$ cat src/rtl/mem_port_pkg.sv
// mem_port_pkg
//   Shared definitions for the PS/PL memory port arbiter: FSM state
//   encoding, default parameter values and a width helper.
package mem_port_pkg;

    // Arbiter FSM states. Two bits so the encoding can be observed directly.
    typedef enum logic [1:0] {
        PS_OWN   = 2'd0,   // processing system drives the memory port
        PL_RUN   = 2'd1,   // one PL channel owns the memory port
        HANDBACK = 2'd2    // one idle cycle while ownership returns to PS
    } state_t;

    localparam int DEF_DATA_W  = 32;
    localparam int DEF_ADDR_W  = 8;
    localparam int DEF_N_PL    = 2;
    localparam int DEF_TIMEOUT = 1024;

    // Index/counter width that never collapses to zero bits.
    function automatic int width_of(input int n);
        return (n > 1) ? $clog2(n) : 1;
    endfunction

endpackage

$ cat src/rtl/mem_port_arbiter_rr_pick.sv
// rr_pick
//   Round-robin first-set search. Starting at position ptr and wrapping
//   around, returns the index of the first set bit of req.
// Ports:
//   req   - request vector, one bit per channel
//   ptr   - search start position (0..N-1)
//   grant - index of the winning request (0 when none)
//   valid - high when any request bit is set
module rr_pick #(
    parameter int N     = 2,
    parameter int PTR_W = 1
) (
    input  logic [N-1:0]     req,
    input  logic [PTR_W-1:0] ptr,
    output logic [PTR_W-1:0] grant,
    output logic             valid
);

    logic             w_hit_hi;
    logic [PTR_W-1:0] w_hi_idx;
    logic [PTR_W-1:0] w_lo_idx;

    // Two descending scans so the lowest qualifying index is left in place:
    // the upper scan only sees bits at or above ptr, the lower scan sees all
    // bits and supplies the wrap-around winner when the upper scan is empty.
    always_comb begin
        w_hit_hi = 1'b0;
        w_hi_idx = '0;
        w_lo_idx = '0;
        for (int k = N - 1; k >= 0; k--) begin
            if (req[k] && (k >= int'(ptr))) begin
                w_hit_hi = 1'b1;
                w_hi_idx = PTR_W'(k);
            end
            if (req[k]) begin
                w_lo_idx = PTR_W'(k);
            end
        end
    end

    assign valid = |req;
    assign grant = w_hit_hi ? w_hi_idx : w_lo_idx;

endmodule

$ cat src/rtl/mem_port_arbiter.sv
// mem_port_arbiter
//   Shares one memory port between the processing system (PS) and N_PL
//   programmable-logic compute channels. PS owns the port by default; a PL
//   channel raising pl_ready is granted round-robin, keeps the port until it
//   finishes, drops ready, or runs TIMEOUT cycles, then one HANDBACK cycle
//   returns ownership to PS.
//
//   Handshake: pl_ready[k] is a level request. The grant is registered, so
//   pl_launch[k] rises one cycle after pl_ready[k] is sampled in PS_OWN and
//   stays high while channel k owns the port. The channel releases the port
//   by raising pl_finish[k] or lowering pl_ready[k]; either is acted on at
//   the next rising edge.
//
// Ports:
//   clk, rst                      - clock, asynchronous active-low reset
//   ps_we/ps_addr/ps_wdata        - PS memory request
//   pl_ready, pl_finish           - per-channel ownership request / done
//   pl_we/pl_addr/pl_wdata        - packed per-channel requests (ch k = slice k)
//   mem_we/mem_addr/mem_wdata     - memory port
//   pl_launch                     - one-hot grant to the owning channel
//   owner_ps                      - PS owns memory
//   timeout                       - pulse on counter-forced reclaim
//   ps_drop                       - pulse when a PS write is discarded
//   dbg_state                     - current FSM state
module mem_port_arbiter
    import mem_port_pkg::*;
#(
    parameter int DATA_W  = DEF_DATA_W,
    parameter int ADDR_W  = DEF_ADDR_W,
    parameter int N_PL    = DEF_N_PL,
    parameter int TIMEOUT = DEF_TIMEOUT
) (
    input  logic                     clk,
    input  logic                     rst,
    input  logic                     ps_we,
    input  logic [ADDR_W-1:0]        ps_addr,
    input  logic [DATA_W-1:0]        ps_wdata,
    input  logic [N_PL-1:0]          pl_ready,
    input  logic [N_PL-1:0]          pl_finish,
    input  logic [N_PL-1:0]          pl_we,
    input  logic [N_PL*ADDR_W-1:0]   pl_addr,
    input  logic [N_PL*DATA_W-1:0]   pl_wdata,
    output logic                     mem_we,
    output logic [ADDR_W-1:0]        mem_addr,
    output logic [DATA_W-1:0]        mem_wdata,
    output logic [N_PL-1:0]          pl_launch,
    output logic                     owner_ps,
    output logic                     timeout,
    output logic                     ps_drop,
    output logic [1:0]               dbg_state
);

    localparam int GRANT_W = width_of(N_PL);
    localparam int CNT_W   = width_of(TIMEOUT);
    localparam logic [CNT_W-1:0]   CNT_LAST = CNT_W'(TIMEOUT - 1);
    localparam logic [GRANT_W-1:0] LAST_CH  = GRANT_W'(N_PL - 1);

    state_t             r_state;
    state_t             w_state_next;
    logic [GRANT_W-1:0] r_grant;
    logic [GRANT_W-1:0] r_rr_ptr;
    logic [CNT_W-1:0]   r_cnt;

    logic [GRANT_W-1:0] w_pick_idx;
    logic               w_pick_valid;

    logic               w_sel_we;
    logic [ADDR_W-1:0]  w_sel_addr;
    logic [DATA_W-1:0]  w_sel_wdata;
    logic               w_sel_finish;
    logic               w_sel_ready;
    logic [N_PL-1:0]    w_sel_onehot;

    rr_pick #(
        .N     (N_PL),
        .PTR_W (GRANT_W)
    ) u_rr_pick (
        .req   (pl_ready),
        .ptr   (r_rr_ptr),
        .grant (w_pick_idx),
        .valid (w_pick_valid)
    );

    // Granted channel's signals; only the owning slice can reach the port.
    always_comb begin
        w_sel_we     = 1'b0;
        w_sel_addr   = '0;
        w_sel_wdata  = '0;
        w_sel_finish = 1'b0;
        w_sel_ready  = 1'b0;
        w_sel_onehot = '0;
        for (int k = 0; k < N_PL; k++) begin
            if (r_grant == GRANT_W'(k)) begin
                w_sel_we        = pl_we[k];
                w_sel_addr      = pl_addr[k*ADDR_W +: ADDR_W];
                w_sel_wdata     = pl_wdata[k*DATA_W +: DATA_W];
                w_sel_finish    = pl_finish[k];
                w_sel_ready     = pl_ready[k];
                w_sel_onehot[k] = 1'b1;
            end
        end
    end

    // Next-state and port outputs.
    always_comb begin
        w_state_next = r_state;
        mem_we       = 1'b0;
        mem_addr     = '0;
        mem_wdata    = '0;
        pl_launch    = '0;
        owner_ps     = 1'b0;
        timeout      = 1'b0;
        unique case (r_state)
            PS_OWN: begin
                mem_we    = ps_we;
                mem_addr  = ps_addr;
                mem_wdata = ps_wdata;
                owner_ps  = 1'b1;
                if (w_pick_valid) begin
                    w_state_next = PL_RUN;
                end
            end
            PL_RUN: begin
                mem_we    = w_sel_we;
                mem_addr  = w_sel_addr;
                mem_wdata = w_sel_wdata;
                pl_launch = w_sel_onehot;
                // Finish/abort win over the counter so a normal exit on the
                // last allowed cycle is not reported as a timeout.
                if (w_sel_finish || !w_sel_ready) begin
                    w_state_next = HANDBACK;
                end else if (r_cnt == CNT_LAST) begin
                    w_state_next = HANDBACK;
                    timeout      = 1'b1;
                end
            end
            HANDBACK: begin
                w_state_next = PS_OWN;
            end
            default: begin
                w_state_next = PS_OWN;
            end
        endcase
    end

    assign ps_drop   = ps_we && (r_state != PS_OWN);
    assign dbg_state = r_state;

    always_ff @(posedge clk or negedge rst) begin
        if (!rst) begin
            r_state  <= PS_OWN;
            r_grant  <= '0;
            r_rr_ptr <= '0;
            r_cnt    <= '0;
        end else begin
            r_state <= w_state_next;
            if (r_state == PS_OWN && w_pick_valid) begin
                r_grant  <= w_pick_idx;
                r_rr_ptr <= (w_pick_idx == LAST_CH) ? '0 : w_pick_idx + 1'b1;
                r_cnt    <= '0;
            end else if (r_state == PL_RUN) begin
                r_cnt <= r_cnt + 1'b1;
            end
        end
    end

endmodule

$ cat config.mk
export PLATFORM = sky130hd
export DESIGN_NAME = mem_port_arbiter
export DESIGN_NICKNAME = d
export VERILOG_FILES = /design/src/rtl/mem_port_pkg.sv /design/src/rtl/mem_port_arbiter_rr_pick.sv /design/src/rtl/mem_port_arbiter.sv
export SDC_FILE = /design/constraint.sdc
export NUM_CORES = 1
export LEC_CHECK = 0
export BUFFER_PORTS_ARGS = -buffer_cell sky130_fd_sc_hd__buf_2
export CAP_MARGIN = 20
export CORE_MARGIN = 4
export CORE_UTILIZATION = 37
export CTS_CLUSTER_DIAMETER = 30
export CTS_CLUSTER_SIZE = 8
export DETAILED_ROUTE_END_ITERATION = 10
export PLACE_DENSITY = 0.84
export SLEW_MARGIN = 20
export SYNTH_ARGS = -nofsm -noshare
export SYNTH_HDL_FRONTEND = slang
export SYNTH_SLANG_ARGS = --single-unit
export TNS_END_PERCENT = 10
$ cat constraint.sdc
create_clock -name clk -period 1.61 [get_ports clk]
set_input_delay 0.0805 -clock clk [delete_from_list [all_inputs] [get_ports clk]]
set_output_delay 0.0805 -clock clk [all_outputs]
set_load 0.01 [all_outputs]
==> key figures, run 1 <==
Floorplanning
  – Core area: 0.004755 mm2
  – Starting Density: 0.3821
  – I/O pins: 177
  – Row cnt: 25
  – Total die area: 0.006095 mm2
  – Die width: 78.07 um
  – Die Y: 78.07 um

Synthesis
  – Top post-synthesis cells by area: mux2i_1, dfrtp_1, a211oi_1
  – Area of the mapped netlist: 0.001817 mm2
  – Async set-or-reset flop fraction in the synthesized netlist: 1.000
  – Synth warnings: 0
  – Cells after synthesis: 223
  – Most common cell in the netlist: nor2_1
  – Sequential area share after synthesis: 0.1928
  – Top FF cell, synth: dfrtp_1
  – Synthesized area per cell: approximately 8.1 um2
  – Syn Nets: around 350
  – Seq cells post-synth: 14
  – Synth cell count leaders: nor2_1, mux2i_1, a211oi_1, dfrtp_1, clkbuf_1
  – Cell taking the most area after synthesis: mux2i_1
  – Area share of the largest cell type after synthesis: 0.2424
  – Count of cell types in the netlist: 36
  – EDFF count, synth: 0

Worst setup path
  – Critical Path End Type: output port
  – Reg2reg end: r_cnt[8]
  – CP Data Required Time: 1530 ps
  – Cells on worst reg2reg path: 3
  – Worst setup path class: register to output port
  – R2r startpoint: dbg_state[1]
  – CP max FO: 27
  – Critical path startpoint category: register
  – WP data arrival: 1540 ps
  – R2R setup slack: 250 ps

Global route
  – Antenna violations before repair: 0
  – Gr ovfl total: 0
  – Largest net degree at the start of global routing: 38
  – First-pass GRT wire length: between 10 and 15 mm
  – Vias in the first global route: 2,286
  – GRT Overall Usage: 0.2091

Timing
  – Slew @ Worst Pin: around 350 ps
  – Clock skew: between 3 and 4 ps
  – RSZ-0062 raised after global routing: yes
  – Max Transition Viols Final: 0
  – Setup ws final: -13.89 ps
  – Slew margin rel.: 0.7664
  – Final clock period utilization by the worst path: 1.009
  – Fmax: between 600 and 700 MHz
  – Final min period: 1624 ps
  – Hold Vio Cnt, Final: 0
  – Hold WS: about 110 ps
  – Setup violators final: 1

Min path
  – Hold Path Depth: 2
  – Worst min-delay path startpoint: pl_ready[0]
  – Hold Crit Endpoint: r_grant
  – Hold Path Class: input pin to register

Route
  – Post-Route WL: between 7 and 8 mm
  – Routed via count: 2,420
  – Vias/cell: ~5.2
  – DRC viols: 0
  – Initial DRC Count: 55
  – Routed Antenna Nets: 0
  – First drt pass iteration count: 4
  – WL/cell: 15.23 um

Pwr
  – Power, Total: ~0.0044 W
  – Leak: 1.541 nW
  – Worst VDD drop: 0.0008625 V
  – Power Dens Cells: 1548 mW/mm2

Layout
  – Final Non-Filler Cells: ~460
  – Final Core Density: 0.6000
  – Post-layout nets: 525
  – # diodes: 0
  – Area growth, synth to finish: 57.03%
  – Fraction of layout cells with a size suffix above 1: 0.5330

Placement
  – Hpwl dp: 5.590 mm
  – Port Buffer Count: 176
  – GP Congestion: 0.8798
  – Placed insts: 453

Clocking
  – H-tree depth: 1
  – Skew-Pair Late Insertion Delay: between 200 and 300 ps
  – Clock slew at reported path FFs: 60 ps
  – CTS buffer count: 3
  – Clock Root Buffer: clkbuf_8
  – CTS tree: built
  – # clock sinks: 14
  – CTS max path bufs: 2

Flow run
  – Max Cap Viol: 0

Status
  – Outcome: finished with violations
  – Failing checks: negative setup slack
worst max-delay path by stage:
stage                       startpoint       endpoint  slack, ps  depth (start not counted)
after floorplan           dbg_state[0]    mem_addr[0]        280                          4
after global placement    dbg_state[0]  mem_wdata[19]        260                          4
after detailed placement  dbg_state[0]  mem_wdata[11]        220                          4
after CTS                 dbg_state[0]  mem_wdata[26]         20                          4
after global routing           r_grant   mem_wdata[8]       -100                          4
final                     dbg_state[0]   mem_wdata[8]        -10                          4
layout make-up:
| class | instances | area (um2) |
|---|---|---|
| Inverter | 2 | 7.507 |
| Timing Repair Buffer | 188 | 1018 |
| Sequential cell | 14 | 354.1 |
| Multi-Input combinational cell | 186 | 1344 |
| Clock buffer | 4 | 45.04 |
| Fill cell | 451 | 1902 |
| Tap cell | 67 | 83.83 |
critical path: stages (launching register included):
cell and delay, ps:
dfrtp_2 490, buf_6 250, nor2_1 70, a211oi_1 280, buf_2 210
registers in the layout, summed over array words and instances (netlist names):
register	cells
dbg_state	2
r_rr_ptr	1
r_cnt	10
r_grant	1
routing by layer:
layer / vias up / track usage / wire length (um) / share of wire
met4: 0 / 0.07343 / 154 / 0.022
met2: 131 / 0.3741 / 3529 / 0.50
li1: 1185 / - / - / -
met3: 14 / 0.04358 / 619 / 0.088
met1: 1090 / 0.2458 / 2716 / 0.39
met5: - / 0 / 0 / 0
cells by family (layout without fill, tap and decap cells):
| logic type | Yosys count | after routing | synth area share |
|---|---|---|---|
| and+or+nand+nor | 77 | 77 | 0.2211 |
| buffers and inverters | 23 | 194 | 0.08195 |
| muxes | 44 | 44 | 0.2424 |
| adders and majority gates | 1 | 1 | 0.006886 |
| AOI/OAI and AO/OA | 64 | 64 | 0.2548 |
| DFF | 14 | 14 | 0.1928 |
cell usage in the layout (no fill, tap or decap), types with 2 or more instances in the layout:
| cell | count |
|---|---|
| a211o_1 | 2 |
| a211oi_2 | 4 |
| nor2_1 | 47 |
| o21ai_0 | 4 |
| a211oi_1 | 37 |
| nand3_1 | 3 |
| buf_6 | 2 |
| nand3_2 | 2 |
| dfrtp_2 | 3 |
| o21ai_1 | 2 |
| buf_2 | 176 |
| buf_4 | 6 |
| and4_1 | 2 |
| and2_1 | 2 |
| clkbuf_8 | 3 |
| mux2i_1 | 43 |
| nand4_1 | 2 |
| nor4_4 | 2 |
| a31oi_1 | 4 |
| nand2_1 | 7 |
| a21oi_1 | 4 |
| dfrtp_1 | 11 |
| a21o_1 | 3 |
| nor3_1 | 3 |
| inv_2 | 2 |
through the flow:
step / worst slack [ps] / TNS (ps) / cell area [um2]
after global placement: 255.9 / 0 / 2716
after global routing: -96.23 / -733.5 / 2853
after CTS: 16.16 / 0 / 2783
after floorplan: 279.7 / 0 / 1817
after detailed placement: 224.8 / 0 / 2716
final: -13.89 / -13.89 / 2853
timing repair:
item                       in CTS  in global routing
setup endpoints to repair      23                 38
hold endpoints to repair       14                  0
cloned                          0                  1
buffers inserted                1                  1
hold buffers                    1                  0
pin swaps                       0                 16
resized for setup               1                  9
power breakdown:
group	total (W)	internal [W]	leakage, nW	switching [W]
clock	0.000304	0.000175	0.0228	0.000129
combinational	0.00349	0.00158	1.34	0.00191
sequential	0.000625	0.000447	0.181	0.000178
Note: power is estimated with default switching activity, not from simulation.
==> inputs of run 2 (changes only) <==
CTS_BUF_LIST = sky130_fd_sc_hd__clkbuf_16   (was unset)
==> key figures, run 2 (same netlist as run 1, synthesis figures left out) <==
Timing
  – RSZ-0062 raised after global routing: yes
  – Final clock period utilization by the worst path: 1.001 (-0.007772)
  – Slew @ Worst Pin: 366.2 ps (+17.74 ps)
  – Hold WS: 108.7 ps (+2.134 ps)
  – Setup ws final: -1.381 ps (+12.51 ps)
  – Clock skew: 3.600 ps (+0.3938 ps)
  – Fmax: 620.6 MHz (+0.78%)
  – Hold Vio Cnt, Final: 0 (unchanged)
  – Setup violators final: 1 (unchanged)
  – Max Transition Viols Final: 0 (unchanged)
  – Final min period: 1611 ps (-12.51 ps)
  – Slew margin rel.: 0.7545 (-0.01189)

Route
  – First drt pass iteration count: 4 (unchanged)
  – Routed via count: 2,388 (-1.3%)
  – Routed Antenna Nets: 0 (unchanged)
  – Vias/cell: 5.180 (-1.3%)
  – WL/cell: 15.31 um (+0.53%)
  – Post-Route WL: 7.056 mm (+0.53%)
  – DRC viols: 0 (unchanged)
  – Initial DRC Count: 45 (-18%)

Pwr
  – Sw Share: 0.4860 (-0.01532)
  – Int Pwr: 0.002350 W (+6.7%)
  – Register share of total power: 0.137 (-0.005)
  – Logic pwr share: 0.760 (-0.030)
  – Worst VDD drop: 0.001022 V (+18%)
  – Leak: 1.563 nW (+1.4%)
  – Switching power: 0.002222 W (+0.39%)
  – Power Dens Cells: 1586 mW/mm2 (+2.5%)
  – Power, Total: 0.004572 W (+3.6%)
  – Clock share of power: 0.103 (+0.034)

Placement
  – GP Congestion: 0.8798 (unchanged)
  – Hpwl dp: 5.590 mm (unchanged)
  – Port Buffer Count: 176 (unchanged)
  – Placed insts: 453 (unchanged)

Worst setup path
  – Worst path bufs/invs: 2 (unchanged)
  – Critical Path End Type: output port
  – CP Data Required Time: 1530 ps (about the same)
  – Slowest cell delay on critical path: 490 ps (about the same)
  – WP data arrival: 1530 ps (about the same)
  – Top delay family on crit path: flip-flops
  – Worst setup path class: register to output port
  – Cell breakdown of the critical path: clkbuf_16 > mux2i_1 > a211oi_1 > buf_2
  – CP max FO: 13 (-52%)
  – Critical path startpoint category: register
  – Slowest cell on crit path: dfrtp_2

Clocking
  – Skew-Pair Late Insertion Delay: 240 ps (about the same)
  – CTS buffer count: 3 (unchanged)
  – Clock Root Buffer: clkbuf_16
  – CTS tree: built
  – CTS max path bufs: 2 (unchanged)
  – H-tree depth: 1 (unchanged)
  – # clock sinks: 14 (unchanged)
  – Clock slew at reported path FFs: 50 ps (about the same)

Layout
  – Leading cell types in the layout, fill and taps excluded: buf_2, nor2_1, mux2i_1
  – Post-layout nets: 525 (unchanged)
  – # diodes: 0 (unchanged)
  – Fraction of layout cells with a size suffix above 1: 0.5305 (-0.002538)
  – Commonest non-fill, non-tap cell in the layout: buf_2
  – Final Core Density: 0.6063 (+0.006316)
  – Max FFs per register: 10 (unchanged)
  – Area growth, synth to finish: 58.68%
  – Largest Register: r_cnt
  – Final Non-Filler Cells: 461 (unchanged)

Status
  – Failing checks: negative setup slack
  – Outcome: finished with violations

Global route
  – Vias in the first global route: 2,299 (+0.57%)
  – Gr ovfl total: 0 (unchanged)
  – Antenna violations before repair: 0 (unchanged)
  – Largest net degree at the start of global routing: 38 (unchanged)
  – First-pass GRT wire length: 10.65 mm (+0.79%)
  – GRT Overall Usage: 0.2115 (+0.002465)

Floorplanning
  – Starting Density: 0.3821 (unchanged)
  – Die width: 78.07 um (unchanged)
  – I/O pins: 177 (unchanged)
  – Total die area: 0.006095 mm2 (unchanged)
  – Row cnt: 25 (unchanged)
  – Die Y: 78.07 um (unchanged)
  – Core area: 0.004755 mm2 (unchanged)

Min path
  – Hold Path Class: input pin to register

Flow run
  – Max Cap Viol: 0 (unchanged)
-- run 2: path summary, 6_finish.rpt --
check / end / depth (start not counted) / slack [ps] / startpoint
worst max-delay path: mem_wdata[13] / 4 / -1 / r_grant
worst min register to register: r_rr_ptr / 1 / 500 / r_rr_ptr
min in group asynchronous: r_rr_ptr / 2 / 280 / rst
max in group asynchronous: dbg_state[0] / 2 / 1060 / rst
worst max register to register: r_cnt[8] / 3 / 240 / dbg_state[1]
worst min-delay path: r_grant / 2 / 110 / pl_ready[0]
-- run 2: final cells by class --
| type | instances | area, um2 |
|---|---|---|
| clock inverter | 1 | 3.754 |
| sequential | 14 | 354.1 |
| timing repair buffer | 188 | 1018 |
| tap | 67 | 83.83 |
| multi-input combinational | 186 | 1340 |
| inverter | 2 | 7.507 |
| fill | 444 | 1872 |
| clock buffer | 3 | 75.07 |
-- run 2: power groups by stage --
stage	Combinational, W	Clock (W)	Sequential [W]
after CTS	0.00334	0.000474	0.000608
after global routing	0.00381	0.000504	0.000649
after floorplan	0.00234	0	0.000528
after detailed placement	0.00329	0	0.000624
after global placement	0.00324	0	0.000614
final	0.00347	0.000472	0.000627
-- run 2: repair_timing --
item | CTS | global route
pin swaps | 0 | 11
gates resized for setup | 1 | 8
setup buffers | 1 | 1
cloned | 0 | 1
hold buffers | 1 | 0
endpoints found under the hold margin | 14 | 0
endpoints found under the setup margin | 19 | 32
-- run 2: metrics by stage --
stage          worst slack, ps  instance area (um2)  TNS (ps)
2_1_floorplan            279.7                 1817         0
3_3_place_gp             255.9                 2716         0
3_5_place_dp             224.8                 2716         0
4_1_cts                  25.26                 2816         0
5_1_grt                 -44.76                 2883    -409.2
6_report                -1.381                 2883    -1.381
-- run 2: metal layers --
layer / global-route usage / share of wire / vias to the layer above
met1: 0.2474 / 0.38 / 1059
met2: 0.3793 / 0.51 / 133
met3: 0.04358 / 0.087 / 15
met5: 0 / 0 / -
li1: - / - / 1181
met4: 0.07692 / 0.023 / 0
